--- src/rtl/image_processor_config_sequencer.sv ---
// image_processor_config_sequencer
// Stages control/brightness/contrast register writes from the AXI-lite
// register file and commits them to image_processor only at frame_start, so
// no frame ever sees mixed settings. Brightness can optionally ramp toward
// its target by C_RAMP_STEP per frame.
//
// Ports:
//   clk, rst              pixel clock, asynchronous active-high reset
//   reg_control_in        control word (passed through whole)
//   reg_brightness_in     [8:0] signed brightness target
//   reg_contrast_in       [7:0] contrast, 4.4 unsigned
//   update_req            pulse: software finished writing the config
//   ramp_en               1 = ramp brightness, 0 = apply directly
//   frame_start           pulse at first pixel of a frame
//   register_control      applied control word
//   register_brightness   applied brightness, sign-extended
//   register_contrast     applied contrast, zero-extended
//   update_pending        staged config waiting for frame_start
//   ramp_busy             applied brightness != target
//   config_committed      one-cycle pulse after a commit
//   frame_count           frame_start pulses since reset (wraps)
module image_processor_config_sequencer #(
    parameter int C_S_AXI_DATA_WIDTH = 32,
    parameter int C_RAMP_STEP        = 8,
    parameter int C_FRAME_CNT_WIDTH  = 16
) (
    input  logic                          clk,
    input  logic                          rst,
    input  logic [C_S_AXI_DATA_WIDTH-1:0] reg_control_in,
    input  logic [C_S_AXI_DATA_WIDTH-1:0] reg_brightness_in,
    input  logic [C_S_AXI_DATA_WIDTH-1:0] reg_contrast_in,
    input  logic                          update_req,
    input  logic                          ramp_en,
    input  logic                          frame_start,
    output logic [C_S_AXI_DATA_WIDTH-1:0] register_control,
    output logic [C_S_AXI_DATA_WIDTH-1:0] register_brightness,
    output logic [C_S_AXI_DATA_WIDTH-1:0] register_contrast,
    output logic                          update_pending,
    output logic                          ramp_busy,
    output logic                          config_committed,
    output logic [C_FRAME_CNT_WIDTH-1:0]  frame_count
);

    localparam int DW = C_S_AXI_DATA_WIDTH;
    localparam logic [DW-1:0]      CTRL_RST = DW'(32'h10);   // bypass
    localparam logic [7:0]         CON_RST  = 8'h10;         // gain 1.0
    localparam logic signed [9:0]  STEP10   = 10'(C_RAMP_STEP);
    localparam logic signed [9:0]  NSTEP10  = -STEP10;
    localparam logic [8:0]         STEP9    = 9'(C_RAMP_STEP);

    // State bits are {pending, ramping}
    typedef enum logic [1:0] {
        IDLE       = 2'b00,
        RAMP       = 2'b01,
        ARMED      = 2'b10,
        RAMP_ARMED = 2'b11
    } state_t;

    typedef struct packed {
        logic [DW-1:0]     control;
        logic signed [8:0] bright;
        logic [7:0]        contrast;
    } cfg_t;

    state_t                 state;
    cfg_t                   stg;
    logic [DW-1:0]          control_q;
    logic [7:0]             contrast_q;
    logic signed [8:0]      target_q;
    logic signed [8:0]      applied_q;
    logic                   committed_q;
    logic [C_FRAME_CNT_WIDTH-1:0] frame_cnt_q;

    logic signed [8:0]      bright_clamped;
    logic                   commit;
    logic signed [8:0]      next_target;
    logic signed [9:0]      diff;
    logic signed [8:0]      stepped;
    logic signed [8:0]      new_applied;
    logic                   pending_n;
    logic                   ramping_n;
    logic                   unused_bits;

    // -256 has no positive counterpart; clamp so the range is symmetric
    assign bright_clamped = (reg_brightness_in[8:0] == 9'h100) ? 9'sh101
                                                               : reg_brightness_in[8:0];

    assign commit      = frame_start & state[1];
    assign next_target = commit ? stg.bright : target_q;

    // Distance to the (possibly freshly committed) target, one bit wider
    // so the full -255..255 span cannot overflow
    assign diff = {next_target[8], next_target} - {applied_q[8], applied_q};

    always_comb begin
        stepped = next_target;
        if (diff > STEP10)
            stepped = applied_q + STEP9;
        else if (diff < NSTEP10)
            stepped = applied_q - STEP9;
    end

    assign new_applied = ramp_en ? stepped : next_target;

    // A simultaneous update_req re-arms for the next frame; the commit on
    // this edge still uses the old staging contents.
    assign pending_n = update_req | (state[1] & ~frame_start);
    assign ramping_n = frame_start ? (new_applied != next_target) : state[0];

    always_ff @(posedge clk or posedge rst) begin
        if (rst) begin
            state        <= IDLE;
            stg.control  <= CTRL_RST;
            stg.bright   <= '0;
            stg.contrast <= CON_RST;
            control_q    <= CTRL_RST;
            contrast_q   <= CON_RST;
            target_q     <= '0;
            applied_q    <= '0;
            committed_q  <= 1'b0;
            frame_cnt_q  <= '0;
        end else begin
            committed_q <= commit;
            state       <= state_t'({pending_n, ramping_n});
            if (update_req) begin
                stg.control  <= reg_control_in;
                stg.bright   <= bright_clamped;
                stg.contrast <= reg_contrast_in[7:0];
            end
            if (frame_start) begin
                frame_cnt_q <= frame_cnt_q + 1'b1;
                if (commit) begin
                    control_q  <= stg.control;
                    contrast_q <= stg.contrast;
                    target_q   <= stg.bright;
                end
                if (state != IDLE)
                    applied_q <= new_applied;
            end
        end
    end

    assign register_control    = control_q;
    assign register_brightness = {{(DW-9){applied_q[8]}}, applied_q};
    assign register_contrast   = {{(DW-8){1'b0}}, contrast_q};
    assign update_pending      = state[1];
    assign ramp_busy           = (applied_q != target_q);
    assign config_committed    = committed_q;
    assign frame_count         = frame_cnt_q;

    assign unused_bits = ^{reg_brightness_in[DW-1:9], reg_contrast_in[DW-1:8]};

endmodule
--- config.mk ---
export PLATFORM = sky130hd
export DESIGN_NAME = image_processor_config_sequencer
export DESIGN_NICKNAME = d
export VERILOG_FILES = /design/src/rtl/image_processor_config_sequencer.sv
export SDC_FILE = /design/constraint.sdc
export NUM_CORES = 1
export LEC_CHECK = 0
export CORE_ASPECT_RATIO = 0.6
export CORE_MARGIN = 5
export CORE_UTILIZATION = 45
export DETAILED_ROUTE_END_ITERATION = 10
export PLACE_DENSITY = 0.8
export SLEW_MARGIN = 10
export SYNTH_ARGS = -nofsm -noshare
export SYNTH_HDL_FRONTEND = slang
export SYNTH_SLANG_ARGS = --single-unit
--- constraint.sdc ---
create_clock -name clk -period 4.6 [get_ports clk]
set_input_delay 0.69 -clock clk [delete_from_list [all_inputs] [get_ports clk]]
set_output_delay 0.69 -clock clk [all_outputs]
set_load 0.005 [all_outputs]
After elaboration in Yosys (flattened, before gate mapping). Cells that the tools add are included.

Div/mod/pow operators: 0. Add/sub/neg operators: 4. Shift-type cells: 0. Mux-type cells: 5. Magnitude comparators: 2. Multipliers: 0. Equality and inequality tests: 3. Bitwise gates (word level): 4. Reduce and logical (&&, ||, !) cells: 3.

Operators with widths (number): 9-bit 2-to-1 mux (5); 9-bit != test (2); 16-bit by 1-bit adder with 16-bit output (second input constant) (1); 10-bit by 5-bit > comparator with 1-bit output (second input constant) (1); 10-bit by 4-bit less-than comparator with 1-bit output (second input constant) (1); 9-bit by 9-bit subtractor with 10-bit output (1); 9-bit by 4-bit adder with 9-bit output (second input constant) (1); 9-bit equality test (second input constant) (1); 9-bit by 4-bit subtractor with 9-bit output (second input constant) (1); 2-bit AND reduction (2); 1-bit AND (2); 2-bit nonzero test (1); 1-bit NOT (1); 1-bit bitwise OR (1).

Output and inout bits: 115. Latch bits: 0. Bits in writable memories: 0. Memories: 0. Flip-flop bits (word level): 126. Bits in read-only memories: 0. Input bits: 101.

Depth between registers and ports, before layout. Gate-level depths: netlist of run 1.

Depth after elaboration: 8. Depth in mapped cells: 16. Depth with buffers taken out: 14.

Worst setup path after synthesis of run 1. Ideal clock, no wire load.

Kind: input-to-reg. From: in frame_start. To: reg state[0]. Required time: 4.462 ns. Data arrival time: 3.974 ns. Setup slack: 0.488 ns. Setup time: 0.138 ns. Stages on the path: 14. Cell sequence: nand2_1 -> clkbuf_1 -> mux2i_1 -> inv_1 -> ha_1 -> o21ai_1 -> a21boi_1 -> a2bb2oi_2 -> xnor2_1 -> nor4_2 -> nand3_1 -> and4_1 -> a221oi_2 -> a41oi_2.

Cells in the longest elaborated chain, start to end: 8. Elaborated cells between the ends (all ways): 9. Those cells by class: add/sub (1); order compare (2); eq/ne (1); mux (4); bitwise (1).

Ends and longest elaborated chain: from (decl) (line 34) `input logic frame_start,`; 1-bit AND * (line 88) `assign commit = frame_start & state[1];`; 9-bit 2-to-1 mux *; named net next_target[5] (line 76) `logic signed [8:0] next_target;`; 9-bit by 9-bit subtractor with 10-bit output (line 93) `assign diff = {next_target[8], next_target} - {applied_q[8], applied_q};`; 10-bit by 4-bit less-than comparator with 1-bit output (line 99) `else if (diff < NSTEP10)`; 9-bit 2-to-1 mux (line 99); 9-bit 2-to-1 mux (line 97) `if (diff > STEP10)`; 9-bit 2-to-1 mux (line 103) `assign new_applied = ramp_en ? stepped : next_target;`; 9-bit != test * (line 108) `assign ramping_n = frame_start ? (new_applied != next_target) : state[0];`; to (signal assigned) (line 124) `state <= state_t'({pending_n, ramping_n});`; to (decl) (line 65) `state_t state;`.

Mark *: on every way through the listed nets, which the timed path passes. The rest lies on a longest branch. A chain may end at the register's enable or synchronous reset.

Final worst setup path of run 1. Same ends and word-level chain as after synthesis.

==> key figures, run 1 <==
Synthesis
  • Post-synth EDFFs: 0
  • Area contributors post-synth: dfrtp_1 49%, mux2_2 17%, buf_4 5.7%
  • Leading area contributor after synthesis: dfrtp_1
  • Yosys warning count: 0
  • Async S/R FF share, synth: 100%
  • Top FF cell, synth: dfrtp_1
  • Cells after synthesis: 518
  • Post-synth top area share: around half
  • Post-synthesis cell area: 0.00628 mm2
  • Count leader, synth: dfrtp_1
  • Unique masters post-synth: 64
  • Register area share after synthesis: 50.3%
  • Commonest cells in the netlist: 122 x dfrtp_1, 93 x mux2_2, 48 x buf_4
  • Seq cells post-synth: 126
  • Syn Area/Cell: 12.1 um2

Place
  • PortBufs: between 100 and 150
  • # placed instances: approximately 830
  • Placer congestion estimate: 0.893
  • Detail Placement HPWL: 10600 um

Power
  • Worst VDD drop: 300 uV
  • Combinational power share: about two fifths
  • Sw Share: 34.0%
  • Seq pwr share: between 30% and 40%
  • Lkg Pwr: 3.65 nW
  • Pwr Density: between 500 and 600 mW/mm2
  • Internal power: 3.31 mW
  • Switching power: roughly 1.7 mW
  • Clock Power Share: 27.4%

Timing
  • Slew @ Worst Pin: 1220 ps
  • Final critical-path required period: 4130 ps
  • Max_slew headroom: 18.7%
  • Final critical-path share of the clock period: 89.9%
  • Highest clock rate: 242 MHz
  • RSZ-0062 raised after global routing: no
  • Skew final: 10.1 ps
  • Final setup violation count: 0
  • Setup_tns: 0 ps
  • Hold Vio Cnt, Final: 0
  • Max-slew violation count: 0

Clocking
  • Clk sink count: 126
  • CTS root buffer: clkbuf_16
  • H-tree levels: 4
  • CTS tree: done
  • CTS clk-pin slew, worst paths: ~60 ps
  • Post-CTS setup buffers: 0
  • Post-cts sizing count: 0
  • Hold_buf cts: 0
  • CTS Buf Count: 17
  • Clk Latency, worst-skew pair: 410 ps
  • Max clock buf depth: 2

Floorplan
  • Rows: 33
  • Core area: 0.0137 mm2
  • Die area: roughly 0.016 mm2
  • Die X: about 160 um
  • DIE HEIGHT: 102 um
  • I/O pins: 216
  • Initial Utilization: 45.9%

Setup path
  • CP max stage delay: approximately 470 ps
  • Worst path required time: 4870 ps
  • CP arrival: 4400 ps
  • Worst-path maximum fanout: 8
  • Critical Path Slowest Stage Cell: a2111oi_4
  • Reg2reg start: state[1]
  • Critical Path Start: frame_start
  • Reg2Reg Depth: 14
  • Sequence of cells on the critical path: clkdlybuf4s50_1 > nand2_2 > buf_4 > mux2i_1 > inv_1 > ha_1 > o2111a_1 > o31a_1 > a2111oi_4 > or2_1 > nor2_4 > o21ai_4 > nand2_1 > a221oi_2 > a41oi_2
  • Crit path kind: in2reg
  • Setup crit end kind: flop
  • Worst Setup Start Kind: primary input
  • Reg2Reg Setup Slack: roughly 730 ps
  • R2r endpoint: state[0]

Cells and area
  • Area growth syn-to-layout: 33.7%
  • ANT cells: 0
  • Post-route insts no fill: 866
  • Layout cells sized above 1: 25.2%
  • Nets: 775

Global route
  • Initial antenna violation count: 0
  • GRT overflow: 0
  • Largest net degree at the start of global routing: 65
  • Number of global-route vias before repair: 4452
  • GRT Util Overall: 17.8%
  • First-pass GRT wire length: between 20000 and 25000 um

Route
  • Via count: around 4300
  • DR pass1 iterations: 4
  • Detailed Route Iter0 Violations: 175
  • Total wire length: 14400 um
  • Antenna-violating nets left: 0
  • Drt wl/cell: 16.6 um
  • DRC viols: 0
  • Vias per Instance: 4.99

Status
  • Status: finished, final reports clean

Min path
  • WHS Path Cells: 1
  • Worst hold path startpoint: frame_count[13]
  • Hold Crit Class: reg2reg
  • Hold EP: frame_count[13]

Flow run
  • Max-cap violation count: 0
placed cells by master (no fill, tap or decap), types with 3 or more instances in the layout:
master,instances
a211oi_1,3
a21oi_1,14
a221oi_2,3
and3_1,7
buf_4,21
bufinv_16,3
clkbuf_16,17
clkdlybuf4s50_1,143
clkinv_4,3
conb_1,24
dfrtp_1,122
dfstp_2,4
ha_1,12
inv_1,24
inv_6,5
mux2_2,93
mux2i_1,7
nand2_1,19
nand3_1,12
nand4_1,6
nor2_1,16
nor2b_1,4
nor3_1,7
nor4_1,5
o21ai_0,9
o22ai_1,3
xnor2_1,17
xor2_1,19
power by group through the flow:
| stage | combinational, mW | sequential (mW) | clock (mW) |
|---|---|---|---|
| floorplan | 1.37 | 1.50 | 0 |
| global placement | 2.04 | 1.55 | 0 |
| detailed placement | 2.07 | 1.57 | 0 |
| CTS | 2.09 | 1.55 | 1.40 |
| global route | 2.27 | 1.58 | 1.45 |
| finish | 2.09 | 1.55 | 1.37 |
cell families (layout without fill, tap and decap cells):
group | after synthesis | after routing | synth area share [%]
DFF | 126 | 126 | 50.3
buffers and inverters | 90 | 223 | 8.27
adders and majority gates | 13 | 13 | 2.71
AOI/OAI and AO/OA | 55 | 55 | 7.27
and+or+nand+nor | 97 | 97 | 8.59
muxes | 100 | 100 | 17.8
other | 1 | 24 | 0.0597
xor gates and xnor gates | 36 | 36 | 5.02
critical path, delay by kind of cell:
family,cells,cell delay [ps]
AOI/OAI and AO/OA,6,1650
and+or+nand+nor,4,700
muxes,1,260
buffers and inverters,3,760
adders and majority gates,1,330
per-stage QoR:
stage	util, %	cell area, um2	total power, mW	setup WS [ps]	hold slack [ps]
2_1_floorplan	-	6370	2.87	488	465
3_3_place_gp	57.0	7780	3.58	109	469
3_5_place_dp	57.0	7780	3.64	96.7	483
4_1_cts	61.4	8390	5.04	498	498
5_1_grt	61.4	8390	5.30	205	517
6_report	61.4	8390	5.01	466	493
routing by layer:
layer / vias to the layer above / share of wire (%) / global-route usage, %
li1: 2024 / - / -
met1: 2109 / 45 / 23.4
met2: 173 / 44 / 27.5
met3: 12 / 10 / 7.08
met4: 0 / 1.1 / 5.52
met5: - / 0 / 0
how the worst max path moves through the flow:
stage | slack, ps | to
3_5_place_dp | 100 | state[0]
3_3_place_gp | 110 | state[0]
4_1_cts | 500 | state[0]
2_1_floorplan | 490 | state[0]
6_report | 470 | state[0]
5_1_grt | 210 | state[0]
sequential cells by signal (all words and copies together), names as in the netlist:
register and flops:
contrast_q 8, applied_q 9, config_committed 1, target_q 9, stg 49, frame_count 16
state 2, register_control 32
final cells by class:
cell class / instances / area [um2]
multi-input cells: 325 / 2690
well taps: 192 / 240
inverters: 26 / 100
clock inverters: 14 / 180
flip-flops and latches: 126 / 3160
repair buffers: 165 / 1590
fillers: 1051 / 5270
clock buffers: 18 / 429
(Power assumes the default switching activity.)
==> inputs of run 2 (changes only) <==
- REMOVE_ABC_BUFFERS: default -> 1
==> key figures, run 2 (synthesized netlist as in run 1, its figures left out) <==
Power
  • Pwr Density: 604 mW/mm2
  • Internal power: 3.36 mW
  • Sw Share: 33.9%
  • Total power draw: 5.09 mW
  • Switching power: 1.72 mW
  • Seq pwr share: 30.4%
  • Combinational power share: 41.4%
  • Clock Power Share: 28.2%
  • Worst VDD drop: 270 uV
  • Lkg Pwr: 3.66 nW

Setup path
  • WP buf/inv: 1
  • Reg2Reg Depth: 14
  • Worst-path maximum fanout: 6
  • CP max stage delay: 550 ps
  • Worst path required time: 4870 ps
  • Critical Path Slowest Stage Cell: or4_1
  • Crit path kind: in2reg
  • Worst path top cell family by delay: compound AO/OA/AOI/OAI gates
  • Reg2reg start: state[1]
  • CP arrival: roughly 4500 ps
  • R2r endpoint: state[0]
  • Sequence of cells on the critical path: clkdlybuf4s50_1 > nand2_2 > mux2i_1 > ha_1 > fa_1 > and2b_1 > o31ai_2 > o2bb2ai_1 > xor2_1 > or4_1 > a32o_1 > a221oi_4 > a21oi_1 > o21ai_1 > a41oi_2
  • Reg2Reg Setup Slack: 670 ps
  • Setup crit end kind: flop
  • Worst Setup Start Kind: primary input

Timing
  • Max-slew violation count: 0
  • Final setup violation count: 0
  • Highest clock rate: 238 MHz
  • Slew @ Worst Pin: 921 ps
  • Skew final: 9.21 ps
  • Final critical-path share of the clock period: 91.4%
  • Hold Vio Cnt, Final: 0
  • Hold_ws: a little under 500 ps
  • Final critical-path required period: 4210 ps
  • RSZ-0062 raised after global routing: no
  • Max_slew headroom: between 30% and 40%

Min path
  • Hold Crit Class: reg2reg
  • Hold EP: frame_count[15]
  • WHS Path Cells: 1
  • Worst hold path startpoint: frame_count[15]

Cells and area
  • Commonest non-fill, non-tap cell in the layout: clkdlybuf4s50_1
  • Most frequent cells in the layout: 143 x clkdlybuf4s50_1, 122 x dfrtp_1, 93 x mux2_2
  • Most flop-heavy register: stg
  • Max reg flops: 49
  • Post-route insts no fill: 866
  • Area growth syn-to-layout: 34.2%
  • ANT cells: 0
  • Nets: about 780
  • Layout cells sized above 1: 25.2%
  • Final instance area: 0.00843 mm2
  • Filler Cell Count: 1068
  • Core Util, Final: 61.7%

Route
  • Drt wl/cell: 17.5 um
  • DRC viols: 0
  • DR pass1 iterations: 5
  • Detailed Route Iter0 Violations: 222
  • Via count: 4436
  • Antenna-violating nets left: 0
  • Vias per Instance: 5.12
  • Total wire length: 15100 um

Clocking
  • Max clock buf depth: 2
  • CTS root buffer: clkbuf_16
  • Clk sink count: 126
  • CTS clk-pin slew, worst paths: 60 ps
  • Post-cts sizing count: 0
  • Hold_buf cts: 0
  • Clk Latency, worst-skew pair: 400 ps
  • H-tree levels: 4
  • Post-CTS setup buffers: 0
  • CTS tree: done
  • CTS Buf Count: 17

Floorplan
  • Rows: 33
  • Core area: around 0.014 mm2
  • Die area: 0.0165 mm2
  • Initial Utilization: 45.9%
  • I/O pins: 216
  • DIE HEIGHT: 102 um
  • Die X: 163 um

Place
  • PortBufs: 144
  • Area after DPL: 0.00780 mm2
  • Detail Placement HPWL: ~11000 um
  • # placed instances: around 830
  • Placer congestion estimate: 0.894

Flow run
  • Max-cap violation count: 0

Status
  • Status: finished, final reports clean

Global route
  • Initial antenna violation count: 0
  • Number of global-route vias before repair: about 4600
  • GRT overflow: 0
  • GRT Util Overall: between 10% and 20%
  • First-pass GRT wire length: 24300 um
  • Largest net degree at the start of global routing: 127
==> run 2: cell types whose count changed in the layout (fill, tap and decap cells not counted), sizes merged <==
cell / change
clkbuf: +1
clkinvlp: +1
bufinv: +1
clkinv: -1
inv: -2
==> run 2: worst max path at each step <==
stage | cells past startpoint | endpoint | slack [ps] | start
global route | 16 | state[0] | 150 | frame_start
floorplan | 14 | state[0] | -460 | frame_start
finish | 15 | state[0] | 390 | frame_start
CTS | 15 | state[0] | 470 | frame_start
detailed placement | 15 | state[0] | 50 | frame_start
global placement | 15 | state[0] | 130 | frame_start
==> run 2: metal layers <==
layer  vias up  track usage, %  share of wire (%)
met1      2233            25.1                 44
met3         8            5.61                8.5
li1       2033               -                  -
met4         0            5.26               0.58
met2       162            29.3                 47
met5         -               0                  0
==> run 2: power by group through the flow <==
| stage | Clock (mW) | Sequential (mW) | Combinational [mW] |
|---|---|---|---|
| after global placement | 0 | 1.54 | 2.02 |
| after CTS | 1.46 | 1.54 | 2.10 |
| after detailed placement | 0 | 1.56 | 2.09 |
| final | 1.43 | 1.55 | 2.11 |
| after floorplan | 0 | 1.54 | 1.16 |
| after global routing | 1.51 | 1.58 | 2.28 |
==> run 2: metrics by stage <==
step | worst slack, ps | TNS (ps)
6_report | 395 | 0
5_1_grt | 154 | 0
4_1_cts | 468 | 0
3_5_place_dp | 45.2 | 0
3_3_place_gp | 130 | 0
2_1_floorplan | -458 | -2930
==> run 2: area by class of cell <==
class	instances	area (um2)	share of cell area (%)
timing repair buffer	165	1610	19.1
multi-input combinational	325	2690	31.9
clock inverter	13	188	2.23
tap	192	240	2.85
inverter	26	100	1.19
sequential	126	3160	37.5
clock buffer	19	443	5.26
==> inputs of run 3 (changes only) <==
- CTS_BUF_LIST: default -> sky130_fd_sc_hd__clkbuf_4 sky130_fd_sc_hd__clkbuf_8
==> key figures, run 3 (synthesized netlist as in run 1, its figures left out) <==
Status
  • Status: finished, final reports clean

Floorplan
  • Die X: 163 um
  • Core area: 0.0137 mm2
  • DIE HEIGHT: 102 um
  • Initial Utilization: 45.9%
  • Die area: 0.0165 mm2
  • Rows: 33
  • I/O pins: 216

Cells and area
  • Most flop-heavy register: stg
  • Max reg flops: 49
  • ANT cells: 0
  • Final instance area: 0.00824 mm2
  • Area growth syn-to-layout: 31.2%
  • Nets: just under 800
  • Most frequent cells in the layout: 143 x clkdlybuf4s50_1, 122 x dfrtp_1, 93 x mux2_2
  • Commonest non-fill, non-tap cell in the layout: clkdlybuf4s50_1
  • Layout cells sized above 1: 25.4%

Global route
  • GRT Util Overall: 18.6%
  • Number of global-route vias before repair: 4624
  • Largest net degree at the start of global routing: 127
  • GRT overflow: 0
  • Initial antenna violation count: 0
  • First-pass GRT wire length: 24100 um

Power
  • Worst VDD drop: around 300 uV
  • Total power draw: 4.73 mW
  • Lkg Pwr: 3.58 nW
  • Pwr Density: approximately 570 mW/mm2

Timing
  • Skew final: 12.0 ps
  • Setup_tns: 0 ps
  • Hold_ws: 475 ps
  • Final setup violation count: 0
  • Final critical-path share of the clock period: 90.6%
  • RSZ-0062 raised after global routing: no
  • Max_slew headroom: between 30 and 40%
  • Max-slew violation count: 0
  • Highest clock rate: ~240 MHz
  • Slew @ Worst Pin: slightly above 900 ps
  • Final setup margin: 433 ps
  • Final critical-path required period: 4170 ps
  • Hold Vio Cnt, Final: 0

Flow run
  • Max-cap violation count: 0

Route
  • Drt wl/cell: between 15 and 20 um
  • Detailed Route Iter0 Violations: 251
  • Total wire length: between 15000 and 20000 um
  • Antenna-violating nets left: 0
  • DR pass1 iterations: 4
  • Via count: 4452
  • Vias per Instance: around 5.1
  • DRC viols: 0

Clocking
  • H-tree levels: 4
  • CTS Buf Count: 17
  • Clk Latency, worst-skew pair: 430 ps
  • CTS tree: done
  • Max clock buf depth: 2
  • Hold_buf cts: 0
  • Clk sink count: about 130
  • CTS clk-pin slew, worst paths: 80 ps
  • Post-CTS setup buffers: 0
  • CTS root buffer: clkbuf_8
  • Post-cts sizing count: 0

Place
  • PortBufs: 144
  • Area after DPL: just under 0.008 mm2
  • Worst slack, placed: 45.2 ps
  • Detail Placement HPWL: between 10000 and 15000 um
  • Placer congestion estimate: 0.894

Setup path
  • Crit path top cell by count: a221oi_2
  • Setup crit end kind: flop
  • Worst path required time: 4900 ps
  • Crit path kind: in2reg
  • Critical Path Slowest Stage Cell: or4_1
  • Worst Setup Start Kind: primary input
  • Worst-path maximum fanout: 6
  • CP arrival: 4470 ps
  • CP max stage delay: 500 ps
  • Sequence of cells on the critical path: clkdlybuf4s50_1 > nand2_2 > buf_4 > mux2i_1 > inv_1 > ha_1 > o2111a_1 > or4_1 > a221oi_2 > and4_4 > nor3_1 > a21oi_1 > nand4_1 > a221oi_2 > a41oi_2

Min path
  • Hold Crit Class: reg2reg
run 3: changes by cell type in the layout (fill, tap and decap cells not counted):
cell,before,now
clkbuf_1,1,0
clkbuf_16,17,0
clkbuf_4,0,1
clkbuf_8,1,18
run 3: layer usage:
metal,vias to the layer above,global-route usage [%],part of all wire (%)
met5,-,0,0
met4,0,5.00,0.60
met3,12,6.59,9.1
met2,165,29.4,46
met1,2241,24.7,44
li1,2034,-,-
run 3: through the flow:
step | utilization [%] | std cells
after floorplan | - | 477
after global placement | 57.0 | 834
after detailed placement | 57.0 | 834
after CTS | 60.3 | 866
after global routing | 60.3 | 866
final | 60.3 | 866
run 3: final timing paths:
check | startpoint | to | slack [ps] | cells past startpoint
setup / recovery | frame_start | state[0] | 430 | 15
hold / removal | frame_count[15] | frame_count[15] | 480 | 1
setup reg to reg | state[1] | state[0] | 680 | 14
hold reg to reg | frame_count[15] | frame_count[15] | 480 | 1
max in group asynchronous | rst | target_q[6] | 3310 | 3
min in group asynchronous | rst | register_control[6] | 780 | 3
run 3: critical path, delay by kind of cell:
kind,cells,cell delay [ps]
compound gates,5,1140
fa+ha+maj,1,320
buf+inv,3,760
mux,1,250
simple gates,5,1300
run 3: power breakdown:
| group | total, mW | switching [mW] | leakage [nW] | internal [mW] |
|---|---|---|---|---|
| Sequential | 1.54 | 0.232 | 1.49 | 1.31 |
| Combinational | 2.10 | 0.981 | 1.87 | 1.12 |
| Clock | 1.08 | 0.466 | 0.217 | 0.616 |
run 3: cell type report:
cell class                 instances  area [um2]
multi-input combinational        325        2690
inverter                          26         100
clock buffer                      19         255
fill                            1077        5430
sequential                       126        3160
clock inverter                    13         188
tap                              192         240
timing repair buffer             165        1610
